==> src/rtl/sw_debounce_pkg.sv <==
// Shared types and defaults for the switch synchroniser/debouncer.
package sw_debounce_pkg;

    typedef enum logic {
        ST_STABLE   = 1'b0,
        ST_COUNTING = 1'b1
    } deb_state_e;

    localparam int unsigned DEBOUNCE_CYCLES_DEF = 1000000;
    localparam int unsigned SYNC_STAGES_DEF     = 2;
    // Smallest counter width whose range exceeds the default debounce count
    localparam int unsigned CNT_W_MIN_DEF       = $clog2(DEBOUNCE_CYCLES_DEF + 1);

endpackage

==> src/rtl/sw_debounce_ch.sv <==
// One switch channel: synchroniser chain, qualification counter/FSM and edge pulses.
module sw_debounce_ch
    import sw_debounce_pkg::*;
#(
    parameter int unsigned SYNC_STAGES     = SYNC_STAGES_DEF,
    parameter int unsigned DEBOUNCE_CYCLES = DEBOUNCE_CYCLES_DEF,
    parameter int unsigned CNT_W           = CNT_W_MIN_DEF
) (
    input  logic clk,
    input  logic reset_n,
    input  logic sw_async,
    input  logic en,
    input  logic restart,
    output logic sw,
    output logic rise,
    output logic fall
);

    localparam logic [CNT_W-1:0] CNT_MAX = CNT_W'(DEBOUNCE_CYCLES - 1);

    logic [SYNC_STAGES-1:0] sync_q;
    logic                   s;
    deb_state_e             state_q, state_d;
    logic [CNT_W-1:0]       cnt_q, cnt_d;
    logic                   sw_d, rise_d, fall_d;

    assign s = sync_q[SYNC_STAGES-1];

    // Synchroniser chain
    always_ff @(posedge clk or negedge reset_n) begin
        if (!reset_n) begin
            sync_q <= '0;
        end else begin
            sync_q <= {sync_q[SYNC_STAGES-2:0], sw_async};
        end
    end

    // State, counter and registered outputs
    always_ff @(posedge clk or negedge reset_n) begin
        if (!reset_n) begin
            state_q <= ST_STABLE;
            cnt_q   <= '0;
            sw      <= 1'b0;
            rise    <= 1'b0;
            fall    <= 1'b0;
        end else begin
            state_q <= state_d;
            cnt_q   <= cnt_d;
            sw      <= sw_d;
            rise    <= rise_d;
            fall    <= fall_d;
        end
    end

    // Next state: bypass or an enable change abandons any qualification in progress
    always_comb begin
        state_d = state_q;
        cnt_d   = cnt_q;
        if (!en || restart) begin
            state_d = ST_STABLE;
            cnt_d   = '0;
        end else begin
            case (state_q)
                ST_STABLE: begin
                    if (s != sw) begin
                        state_d = ST_COUNTING;
                        cnt_d   = CNT_W'(1);
                    end
                end
                ST_COUNTING: begin
                    if ((s == sw) || (cnt_q == CNT_MAX)) begin
                        state_d = ST_STABLE;
                        cnt_d   = '0;
                    end else begin
                        cnt_d = cnt_q + CNT_W'(1);
                    end
                end
                default: begin
                    state_d = ST_STABLE;
                    cnt_d   = '0;
                end
            endcase
        end
    end

    // Output next values: accept on a full count, or follow s directly in bypass
    always_comb begin
        sw_d = sw;
        if (!en) begin
            sw_d = s;
        end else if (!restart && (state_q == ST_COUNTING) && (s != sw) && (cnt_q == CNT_MAX)) begin
            sw_d = s;
        end
        rise_d = sw_d & ~sw;
        fall_d = ~sw_d & sw;
    end

endmodule

==> src/rtl/sw_debounce_sync.sv <==
// Slide-switch conditioning: per-channel debouncers plus sticky change flags.
module sw_debounce_sync
    import sw_debounce_pkg::*;
#(
    parameter int unsigned NUM_CH          = 4,
    parameter int unsigned SYNC_STAGES     = SYNC_STAGES_DEF,
    parameter int unsigned DEBOUNCE_CYCLES = DEBOUNCE_CYCLES_DEF,
    parameter int unsigned CNT_W           = CNT_W_MIN_DEF
) (
    input  logic              clk,
    input  logic              reset_n,
    input  logic [NUM_CH-1:0] i_sw,
    input  logic              i_debounce_en,
    input  logic              i_clr_changed,
    output logic [NUM_CH-1:0] o_sw,
    output logic [NUM_CH-1:0] o_rise,
    output logic [NUM_CH-1:0] o_fall,
    output logic [NUM_CH-1:0] o_changed
);

    logic              en_q;
    logic              en_chg;
    logic [NUM_CH-1:0] changed_d;

    assign en_chg = en_q ^ i_debounce_en;

    for (genvar g = 0; g < NUM_CH; g++) begin : g_ch
        sw_debounce_ch #(
            .SYNC_STAGES     (SYNC_STAGES),
            .DEBOUNCE_CYCLES (DEBOUNCE_CYCLES),
            .CNT_W           (CNT_W)
        ) u_ch (
            .clk      (clk),
            .reset_n  (reset_n),
            .sw_async (i_sw[g]),
            .en       (i_debounce_en),
            .restart  (en_chg),
            .sw       (o_sw[g]),
            .rise     (o_rise[g]),
            .fall     (o_fall[g])
        );
    end

    // A new edge beats a simultaneous clear
    always_comb begin
        changed_d = o_changed;
        if (i_clr_changed) begin
            changed_d = '0;
        end
        changed_d = changed_d | o_rise | o_fall;
    end

    always_ff @(posedge clk or negedge reset_n) begin
        if (!reset_n) begin
            en_q      <= 1'b1;
            o_changed <= '0;
        end else begin
            en_q      <= i_debounce_en;
            o_changed <= changed_d;
        end
    end

endmodule

==> config.mk <==
export PLATFORM = sky130hd
export DESIGN_NAME = sw_debounce_sync
export DESIGN_NICKNAME = d
export VERILOG_FILES = /design/src/rtl/sw_debounce_pkg.sv /design/src/rtl/sw_debounce_ch.sv /design/src/rtl/sw_debounce_sync.sv
export SDC_FILE = /design/constraint.sdc
export NUM_CORES = 1
export LEC_CHECK = 0
export BUFFER_PORTS_ARGS = -buffer_cell sky130_fd_sc_hd__buf_2
export CAP_MARGIN = 20
export CORE_ASPECT_RATIO = 0.8
export CORE_UTILIZATION = 35
export CTS_CLUSTER_SIZE = 30
export DETAILED_ROUTE_END_ITERATION = 8
export PLACE_DENSITY = 0.54
export SLEW_MARGIN = 10
export SYNTH_ARGS = -nofsm -noshare
export SYNTH_HDL_FRONTEND = slang
export SYNTH_HIERARCHICAL = 1
export SYNTH_SLANG_ARGS = --single-unit
==> constraint.sdc <==
create_clock -name clk -period 6.1 [get_ports clk]
set_input_delay 1.22 -clock clk [delete_from_list [all_inputs] [get_ports clk]]
set_output_delay 1.22 -clock clk [all_outputs]
set_load 0.005 [all_outputs]
* Word level (Yosys, flattened, before mapping)
Cells that the tools add are included.
** Word-level totals
- Register bits :: 109
- Bits in latches :: 0
- RAM bits :: 0
- ROM bits :: 0
- Input bits :: 8
- Logic and storage cells :: 129
- Memories kept :: 0
** Cells by class
- Add/sub/neg operators :: 4
- Multipliers :: 0
- Divide/modulo/power cells :: 0
- $lt $le $gt $ge :: 0
- Equality and inequality tests :: 16
- Shift-type cells :: 0
- Muxes and demuxes :: 41
- Bitwise operators :: 23
- Reduce and logical (&&, ||, !) cells :: 19
** Operator list (count)
- two-way mux 20 bit :: 12
- one-hot mux 20 bit (2 select lines) :: 4
- adder 20 x 1 -> 20 bit, second input constant :: 4
- equality test 20 bit, second input constant :: 4
- two-way mux 1 bit :: 20
- logical AND 1 bit :: 12
- NOT 1 bit :: 12
- != test 3 x 2 -> 1 bit, second input constant :: 3
- AND 1 bit :: 8
- OR 4 bit :: 2
- one-hot mux 1 bit (2 select lines) :: 4
- logical OR 1 bit :: 5
- equality test 1 bit :: 4
- two-way mux 4 bit :: 1
- != test 1 bit :: 4
- != test 3 x 1 -> 1 bit, second input constant :: 1
- logical NOT 1 bit :: 2
- XOR 1 bit :: 1

* Depth between registers and ports, before layout
Gate-level depths: netlist (run 1).
- Depth after elaboration :: 9
- Depth in mapped cells :: 8
- Mapped depth without buffers :: 6

* By module
Netlist (run 1), hierarchy kept.
** By module, submodules not included
- sw_debounce_ch :: times used 4, cells an instance 146, area each 1376.3 um^2
- sw_debounce_sync :: times used 1, cells an instance 18, area each 185.2 um^2

* Least setup slack after synthesis (run 1)
OpenSTA, ideal clock, no wires.
- Path type :: input -> register
- Start :: input i_debounce_en
- End :: register g_ch[0].u_ch.cnt_q[9]
- Library setup time :: 0.082 ns
- Arrival :: 2.523 ns
- Setup slack :: 3.495 ns
- Stages on the path :: 7
- Path through :: xor2_1 -> nor2b_1 -> nand3_1 -> a21oi_2 -> clkbuf_1 -> a31oi_1 -> a31oi_1
** Between the ends
- Cells in the longest elaborated chain, start to end :: 3
- Elaborated cells on any way between the ends :: 5
** RTL lines
- start: declaration :: line sw_debounce_sync.sv:13 : input logic i_debounce_en,
- XOR 1 bit or logical NOT 1 bit (tied branches) :: line sw_debounce_sync.sv:25, sw_debounce_ch.sv:59
- logical OR 1 bit (*) :: line sw_debounce_ch.sv:59 : if (!en || restart) begin
- != test 3 x 1 -> 1 bit (no line) or two-way mux 20 bit (tied branches)
- end signal: assignment :: line sw_debounce_ch.sv:48 : cnt_q <= cnt_d;
- end: declaration :: line sw_debounce_ch.sv:24 : logic [CNT_W-1:0] cnt_q, cnt_d;
Mark *: on every way between the ends. The rest lies on a longest branch, timed or not.
A chain may end at the register's enable or synchronous reset.

* Final worst setup path (run 1)
- Start :: input i_debounce_en
- End :: register g_ch[1].u_ch.cnt_q[11]
** Between the ends
- Cells in the longest elaborated chain, start to end :: 3
- Elaborated cells on any way between the ends :: 5
** RTL lines
- XOR 1 bit (*) :: line sw_debounce_sync.sv:25 : assign en_chg = en_q ^ i_debounce_en;
- via en_chg :: line sw_debounce_sync.sv:22 : logic en_chg;
- logical OR 1 bit (*) :: line sw_debounce_ch.sv:59
- != test 3 x 2 -> 1 bit (no line) or two-way mux 20 bit (tied branches)
- end signal: assignment :: line sw_debounce_ch.sv:48
- end: declaration :: line sw_debounce_ch.sv:24
Mark *: on every way through the listed nets, which the timed path passes. The rest lies on a longest branch.

==> impl_metrics.ini, run 1 <==
[status]
status = finished, final reports clean

[worst_setup_path]
cp-end-kind = flip-flop
critPathSlowestCell = a21oi_2
critical-path-top-delay-family = compound AO/OA/AOI/OAI gates
cpPeakStageDelay_ps = 590
crit_chain = buf_2, xor2_1, nor2b_1, nand3_1, a21oi_2, buf_8, a41oi_1, a31oi_1
path_max_fanout = 17
cp_num_buf_inv = 2
worstPathArrival_ps = 3260
crit_path_start_kind = input port
criticalPathCategory = in2reg
critPathRequiredTime_ps = 6380

[synthesis]
yosys_most_used_dff = dfrtp_1
muxShareOfSynthArea_pct = 1.76
async_reset_ff_share_pct = 100
synth_area_mm2 = 0.00569
synth_compound_area_share_pct = 20.2
yosysSeqAreaShare_pct = 48.0
synth_area_per_cell_um2 = 9.45
synthSimpleGateAreaFrac_pct = 24.5
synthTopCellsByArea = dfrtp_1, a31oi_1, nand2_1
synth_xor_area_share_pct = 0.770
synth_area_leader_cell = dfrtp_1
yosysTopAreaCellShare_pct = 47.5
syn_nets = 614
synth_cells = 602
synth_top_family_by_area = simple AND/OR/NAND/NOR gates
synth_cell_types = 41
ys_ff_latch = 109
synth_fa_ha_area_share_pct = 0.880
synth_warnings = 6
synth_edf_count = 0

[placed_design]
dp.cells = 805
hpwlAfterDp_mm = 8.65
dp_slack_ps = 2790
gp_congestion = 0.807
postPlaceCellArea_mm2 = 0.00594
portBuffers = 23

[drt]
drtPass1Iterations = 4
viasPerCell = 5.68
num_vias = 4663
drc = 0
routedWlPerCell_um = 15.6
antenna_left = 0
drt_iter0_drc = 366
drt_wl_total_mm = 12.8

[grt]
grt_pass1_wl_mm = 21.5
track_usage_pct = 16.4
grt_pass1_vias = 4239
grt_start_max_net_pins = 58
overflow = 0
antenna_found_initial = 1

[flow_run]
max-cap-violations = 0

[final_layout]
fin_cells = 821
fillers = 1520
final_nets = 613
final_area_mm2 = 0.00626
layout-drive-gt1-share_pct = 10.1
antenna_cells = 0
synthToLayoutAreaGrowth_pct = 9.94
utilization_pct = 39.5

[sta]
fmax_mhz = 336
final.setup.tns_ps = 0
fin_worst_skew_ps = 12.5
period_needed_ps = 2980
slew_viol_final = 0
slew_headroom_pct = 38.2
tightestPinTransition_ps = 920
hold_viol_final = 0
layout_setup_ws_ps = 3120
fin_hold_ws_ps = 362
finalCritPeriodShare_pct = 48.8
finalSetupViolCount = 0
grt_setup_unrepaired = no

[clocking]
clkTransAtPathRegs_ps = 70
postCtsHoldBufs = 0
cts_tree = done
cts_resized = 0
root_buffer = clkbuf_16
cts.sinks = 109
clk_latency_ps = 360
post_cts_buffers = 0
htree_levels = 3
cts_buffer_depth = 2
numCtsBuffers = 9

[floorplan]
die_area_mm2 = 0.0168
ios = 24
rows = 41
die_h_um = 116
core-area_mm2 = 0.0159
start_util_pct = 35.9
die_x_um = 145

[power_and_ir_drop]
vdd_drop_max_mv = 0.132
p_total_mw = 1.48
powerDensity_mw_per_mm2 = 236
leakage_nw = 2.53

[min_path]
hp-class = reg2reg
-- cell usage in the layout, fill, tap and decap left out, types with 5 or more instances in the layout --
cell type	synthesis	layout
dfrtp_1	108	108
nand2_1	72	72
a31oi_1	52	52
a21oi_1	40	40
nand3_1	36	36
and3_1	28	28
o21ai_0	24	24
buf_2	8	22
nand4_1	20	20
a41oi_1	20	20
nor2_1	16	16
nand2b_1	16	16
nor3_1	12	12
clkbuf_16	0	9
inv_1	8	8
o21a_1	8	8
nor3b_1	8	8
or3_1	8	8
and2_1	8	8
xor2_1	5	5
-- kinds of logic after synthesis --
kind of cell	Yosys count
AND/OR/NAND/NOR	248
AO/OA/AOI/OAI	180
flip-flops	109
buffers and inverters	48
multiplexers	8
XOR/XNOR	5
adder cells (fa/ha/maj)	4
-- state kept, by name, indices dropped and copies added, names as in the netlist --
register and cells:
en_q 1, g_ch.u_ch/cnt_q 80, g_ch.u_ch/fall 4, g_ch.u_ch/rise 4, g_ch.u_ch/state_q 4, g_ch.u_ch/sw 4, g_ch.u_ch/sync_q 8, o_changed 4
-- synth_stat cells (5+ instances only) --
| library cell | count |
|---|---|
| and3_1 | 28 |
| nand3_1 | 36 |
| and2_1 | 8 |
| or3_1 | 8 |
| nor3b_1 | 8 |
| buf_2 | 8 |
| a21oi_1 | 40 |
| nand2b_1 | 16 |
| inv_1 | 8 |
| nand2_1 | 72 |
| o21a_1 | 8 |
| a41oi_1 | 20 |
| dfrtp_1 | 108 |
| a31oi_1 | 52 |
| o21ai_0 | 24 |
| nor3_1 | 12 |
| nor2_1 | 16 |
| nand4_1 | 20 |
| xor2_1 | 5 |
| clkbuf_1 | 24 |
-- worst reg2reg max path, stage by stage, from the launching register on --
cell	delay [ps]
dfrtp_1	440
ha_1	250
and3_1	230
and3_1	290
a21oi_2	630
buf_8	240
a41oi_1	120
a31oi_1	160
-- report_power, final --
part | switching [mW] | internal [mW] | leakage, nW
clock | 0.288 | 0.338 | 0.152
combinational | 0.0635 | 0.0324 | 0.906
sequential | 0.0158 | 0.739 | 1.48
-- layout make-up --
type                            instances  area (um^2)  area share [%]
Clock inverter                          6         75.1            1.20
Multi-Input combinational cell        445         2740            43.7
Timing Repair Buffer                   28          178            2.84
Sequential cell                       109         2730            43.6
Clock buffer                           10          239            3.82
Tap cell                              215          269            4.30
Inverter                                8         30.0           0.480
-- worst paths after layout --
path	slack (ps)	depth (start not counted)	from	to
hold reg to reg	360	0	g_ch[1].u_ch/sync_q[0]	g_ch[1].u_ch/sync_q[1]
hold / removal	360	0	g_ch[1].u_ch/sync_q[0]	g_ch[1].u_ch/sync_q[1]
min in group asynchronous	900	1	reset_n	g_ch[2].u_ch/cnt_q[12]
setup / recovery	3120	8	i_debounce_en	g_ch[1].u_ch/cnt_q[11]
setup reg to reg	3660	7	g_ch[1].u_ch/cnt_q[0]	g_ch[1].u_ch/cnt_q[11]
max in group asynchronous	4010	2	reset_n	g_ch[1].u_ch/sw
-- layer usage --
layer / routed length (um) / up-vias / global-route usage (%) / share of wire, %
met5: 10 / - / 0 / 0.078
met1: 6580 / 2314 / 23.7 / 51
li1: - / 2271 / - / -
met2: 5730 / 63 / 24.4 / 45
met4: 150 / 2 / 4.77 / 1.2
met3: 332 / 13 / 3.88 / 2.6
Note: power is estimated with default switching activity, not from simulation.
==> run 2: changes to the inputs <==
Settings changed: PLACE_DENSITY 0.54 to 0.56.
Clock period 6.1 ns to 2.7 ns, I/O delays scaled along.
==> impl_metrics.ini, run 2 (synthesized netlist as in run 1, its figures left out) <==
[status]
status = finished, final reports clean

[clocking]
post_cts_buffers = 0
clk_latency_ps = 360
cts_buffer_depth = 2
numCtsBuffers = 9
cts_resized = 0
root_buffer = clkbuf_16
clkTransAtPathRegs_ps = 70
cts.sinks = 109
cts_tree = done
htree_levels = 3
postCtsHoldBufs = 0

[drt]
viasPerCell = 5.57
routedWlPerCell_um = 15.0
drc = 0
antenna_left = 0
num_vias = 4609
drt_iter0_drc = 342
drt_wl_total_mm = 12.4
drtPass1Iterations = 5

[floorplan]
rows = 41
die_x_um = 145
core-area_mm2 = 0.0159
die_h_um = 116
die_area_mm2 = 0.0168
start_util_pct = 35.9
ios = 24

[sta]
final.setup.tns_ps = 0
finalSetupViolCount = 0
finalCritPeriodShare_pct = 81.3
grt_setup_unrepaired = no
fmax_mhz = 455
hold_viol_final = 0
slew_viol_final = 0
tightestPinTransition_ps = 573
period_needed_ps = 2200
slew_headroom_pct = 61.8
fin_worst_skew_ps = 8.77

[placed_design]
hpwlAfterDp_mm = 8.46
portBuffers = 23
dp.cells = 812
gp_congestion = 0.797

[grt]
overflow = 0
track_usage_pct = 16.2
grt_start_max_net_pins = 42
antenna_found_initial = 0
grt_pass1_wl_mm = 21.4
grt_pass1_vias = 4363

[worst_setup_path]
critPathSlowestCell = or4_4
worstPathArrival_ps = 2440
cp-end-kind = flip-flop
crit_chain = or4_4, nor4_4, nand3_1, o21a_1, mux2_4
ff2ff_path_depth = 5
cpPeakStageDelay_ps = 560
crit_path_start_kind = flip-flop
critPathRequiredTime_ps = 2950
path_max_fanout = 9
criticalPathCategory = reg2reg

[final_layout]
antenna_cells = 0
final_common_cell = dfrtp_1
synthToLayoutAreaGrowth_pct = 11.2
largest_reg_flops = 80
utilization_pct = 39.9
layout-drive-gt1-share_pct = 10.9
top_register = g_ch.u_ch/cnt_q
final_nets = 620
mostFrequentLayoutCells = dfrtp_1, nand2_1, a31oi_1, a21oi_1, nand3_1
reg.largest.list = g_ch.u_ch/cnt_q x80, g_ch.u_ch/sync_q x8
fin_cells = 828

[min_path]
hp-class = in2async

[power_and_ir_drop]
powerDensity_mw_per_mm2 = 526
leakage_nw = 2.57
vdd_drop_max_mv = 0.323
p_total_mw = 3.33

[flow_run]
max-cap-violations = 0
run 2: area by class of cell:
| class | instances | area, um^2 |
|---|---|---|
| fillers | 1554 | 9520 |
| well taps | 215 | 269 |
| clock inverters | 6 | 77.6 |
| inverters | 8 | 30.0 |
| multi-input cells | 445 | 2740 |
| flip-flops and latches | 109 | 2730 |
| clock buffers | 10 | 229 |
| repair buffers | 35 | 258 |
run 2: worst max-delay path: cells and delay by family, from the launching register on:
kind             cells  cell delay [ps]
AO/OA/AOI/OAI        1              250
flip-flops           1              480
multiplexers         1              310
AND/OR/NAND/NOR      3             1050
run 2: final timing paths:
path | start | endpoint | slack [ps]
max in group asynchronous | reset_n | en_q | 1860
min reg2reg | g_ch[3].u_ch/sync_q[0] | g_ch[3].u_ch/sync_q[1] | 350
min in group clk | i_sw[1] | g_ch[1].u_ch/sync_q[0] | 280
min | reset_n | g_ch[2].u_ch/cnt_q[15] | 180
max reg2reg | g_ch[2].u_ch/cnt_q[12] | g_ch[2].u_ch/sw | 500
max | g_ch[2].u_ch/cnt_q[12] | g_ch[2].u_ch/sw | 500
run 2: routing by layer:
| layer | vias up | share of wire, % | global-route usage [%] |
|---|---|---|---|
| met5 | - | 0 | 0 |
| met4 | 0 | 2.1 | 6.04 |
| met3 | 17 | 3.0 | 3.80 |
| met2 | 60 | 43 | 24.0 |
| met1 | 2242 | 52 | 22.9 |
| li1 | 2290 | - | - |
run 2: where the power goes:
group	internal, mW	switching (mW)
registers	1.67	0.0335
logic	0.0863	0.146
clock network	0.739	0.655
total	2.49	0.835
run 2: stage by stage:
stage	cell area, um^2	worst slack, ps	hold WS [ps]
after detailed placement	6020	344	337
after global placement	6020	451	333
after global routing	6330	283	211
final	6330	504	178
after CTS	6330	507	195
after floorplan	5690	698	244
==> run 3: changes to the inputs <==
Settings changed: ABC_AREA set to 1, PLACE_DENSITY 0.56 to 0.54.
Clock period 2.7 ns to 2.1 ns, I/O delays scaled along.
==> impl_metrics.ini, run 3 <==
[status]
status = finished, final reports clean

[power_and_ir_drop]
p_switching_mw = 1.11
p_clk_share_pct = 42.0
switching_share_pct = 25.7
combPwrFrac_pct = 7.2
powerDensity_mw_per_mm2 = 571
p_int_mw = 3.21
vdd_drop_max_mv = 0.291
sequentialPowerShare_pct = 50.8
leakage_nw = 3.54
p_total_mw = 4.31

[floorplan]
die_area_mm2 = 0.0199
die_x_um = 157
start_util_pct = 35.7
rows = 45
die_h_um = 126
core-area_mm2 = 0.0190
ios = 24

[synthesis]
synth_commonest_cells = nand2_1, nor2_1, inv_1
yosysSeqAreaShare_pct = 40.3
synth_cell_types = 26
synth_area_mm2 = 0.00677
async_reset_ff_share_pct = 100
synth_edf_count = 0
synth_cells = 975
synthTopCellsByArea = dfrtp_1, nand2_1, nor2_1
synth_area_per_cell_um2 = 6.94
yosys_most_used_dff = dfrtp_1
synth_area_leader_cell = dfrtp_1
synth_warnings = 6
yosysMostFrequentCell = nand2_1
ys_ff_latch = 109
yosysTopAreaCellShare_pct = 39.9
syn_nets = 987

[worst_setup_path]
cp-startpoint = en_q
crit_path_start_kind = flip-flop
r2r_slack_ps = 290
worstPathArrival_ps = 2100
path_depth = 10
cpPeakStageDelay_ps = 530
critical-path-top-delay-family = simple AND/OR/NAND/NOR gates
critPathRequiredTime_ps = 2390
criticalPathCategory = reg2reg
rr_endpoint = g_ch[1].u_ch/cnt_q[16]
crit_chain = inv_1, nand2_1, nand2_1, inv_1, nand2_1, nor3_1, nand2_1, inv_2, nand2_1, o21ai_1
rr_startpoint = en_q
ff2ff_path_depth = 10
critPathSlowestCell = dfstp_2
cp-end-kind = flip-flop
endpoint = g_ch[1].u_ch/cnt_q[16]
cpMostUsedCell = nand2_1
cp_num_buf_inv = 3
path_max_fanout = 8

[final_layout]
layout-drive-gt1-share_pct = 11.5
final_nets = 1026
synthToLayoutAreaGrowth_pct = 11.7
reg.largest.list = g_ch.u_ch/cnt_q x80, g_ch.u_ch/sync_q x8
final_common_cell = nand2_1
fillers = 2002
antenna_cells = 0
utilization_pct = 39.8
top_register = g_ch.u_ch/cnt_q
largest_reg_flops = 80
final_area_mm2 = 0.00755
mostFrequentLayoutCells = nand2_1, nor2_1, inv_1, dfrtp_1, nand3_1

[sta]
finalSetupViolCount = 0
final.setup.tns_ps = 0
hold_viol_final = 0
slew_headroom_pct = 59.3
tightestPinTransition_ps = 611
grt_setup_unrepaired = no
fmax_mhz = 551
fin_worst_skew_ps = 9.19
period_needed_ps = 1810
fin_hold_ws_ps = 105
finalCritPeriodShare_pct = 86.4
slew_viol_final = 0

[clocking]
cts_resized = 0
post_cts_buffers = 0
postCtsHoldBufs = 0
cts.sinks = 109
clkTransAtPathRegs_ps = 80
cts_buffer_depth = 2
clk_latency_ps = 360
htree_levels = 3
root_buffer = clkbuf_16
numCtsBuffers = 9
cts_tree = done

[placed_design]
hpwlAfterDp_mm = 11.9
postPlaceCellArea_mm2 = 0.00725
gp_congestion = 0.836
portBuffers = 23

[min_path]
hp-class = in2async

[drt]
drt_iter0_drc = 290
drc = 0
routedWlPerCell_um = 12.6
drtPass1Iterations = 5
num_vias = 5965
antenna_left = 0
drt_wl_total_mm = 16.0
viasPerCell = 4.67

[grt]
grt_start_max_net_pins = 110
track_usage_pct = 17.2
antenna_found_initial = 0
grt_pass1_wl_mm = 27.0
grt_pass1_vias = 5457
overflow = 0

[flow_run]
max-cap-violations = 0
[run 3: cell count changes after synthesis, moves of 20 or more]
cell      previous run  this run
nand3_1             36        64
nor2_1              16       152
a21oi_1             40        20
and3_1              28         0
a41oi_1             20         0
clkbuf_1            24         0
nand2_1             72       315
xor2_1               5        28
a31oi_1             52         0
inv_1                8       122
[run 3: cell families after synthesis]
kind of cell             after synthesis  share of synthesized area (%)
AO/OA/AOI/OAI                         52                           4.07
XOR/XNOR                              28                           3.63
adder cells (fa/ha/maj)                4                          0.740
buffers and inverters                143                           8.45
flip-flops                           109                           40.3
AND/OR/NAND/NOR                      639                           42.8
[run 3: worst register-to-register path, stage by stage, from the launching register on]
cell and delay (ps):
dfstp_2 530, inv_1 30, nand2_1 40, nand2_1 90, inv_1 120, nand2_1 110, nor3_1 280, nand2_1 160
inv_2 160, nand2_1 70, o21ai_1 130
[run 3: cell type report]
class / instances / area (um^2) / area share, %
flip-flops and latches: 109 / 2730 / 36.1
multi-input cells: 723 / 3460 / 45.9
repair buffers: 36 / 228 / 3.01
inverters: 135 / 507 / 6.71
clock inverters: 5 / 61.3 / 0.812
clock buffers: 11 / 243 / 3.21
well taps: 258 / 323 / 4.27
[run 3: power by group through the flow]
stage | Sequential (mW) | Combinational, mW | Clock, mW
detailed placement | 2.23 | 0.316 | 0
global placement | 2.23 | 0.316 | 0
global route | 2.20 | 0.357 | 1.94
finish | 2.19 | 0.309 | 1.81
CTS | 2.19 | 0.317 | 1.88
floorplan | 2.22 | 0.165 | 0
[run 3: per-layer routing]
metal | routed length [um] | share of wire, % | vias up | GRT usage (%)
met5 | 0 | 0 | - | 0
met1 | 8610 | 54 | 2749 | 25.4
met4 | 182 | 1.1 | 0 | 4.45
met2 | 6690 | 42 | 73 | 25.5
li1 | - | - | 3127 | -
met3 | 556 | 3.5 | 16 | 3.55
[run 3: worst min-delay path by stage]
stage	slack (ps)	depth (start not counted)	startpoint	end
after global routing	150	1	i_sw[1]	g_ch[1].u_ch/sync_q[0]
final	100	2	reset_n	g_ch[1].u_ch/cnt_q[8]
after floorplan	120	0	reset_n	g_ch[0].u_ch/cnt_q[0]
after CTS	140	1	i_sw[1]	g_ch[1].u_ch/sync_q[0]
after global placement	330	0	g_ch[3].u_ch/sync_q[0]	g_ch[3].u_ch/sync_q[1]
after detailed placement	330	0	g_ch[3].u_ch/sync_q[0]	g_ch[3].u_ch/sync_q[1]
[run 3: stage by stage]
step / instances / setup slack [ps]
floorplan: 975 / 523
global placement: 1261 / 250
finish: 1277 / 285
global route: 1277 / 46.2
CTS: 1277 / 250
detailed placement: 1261 / 222
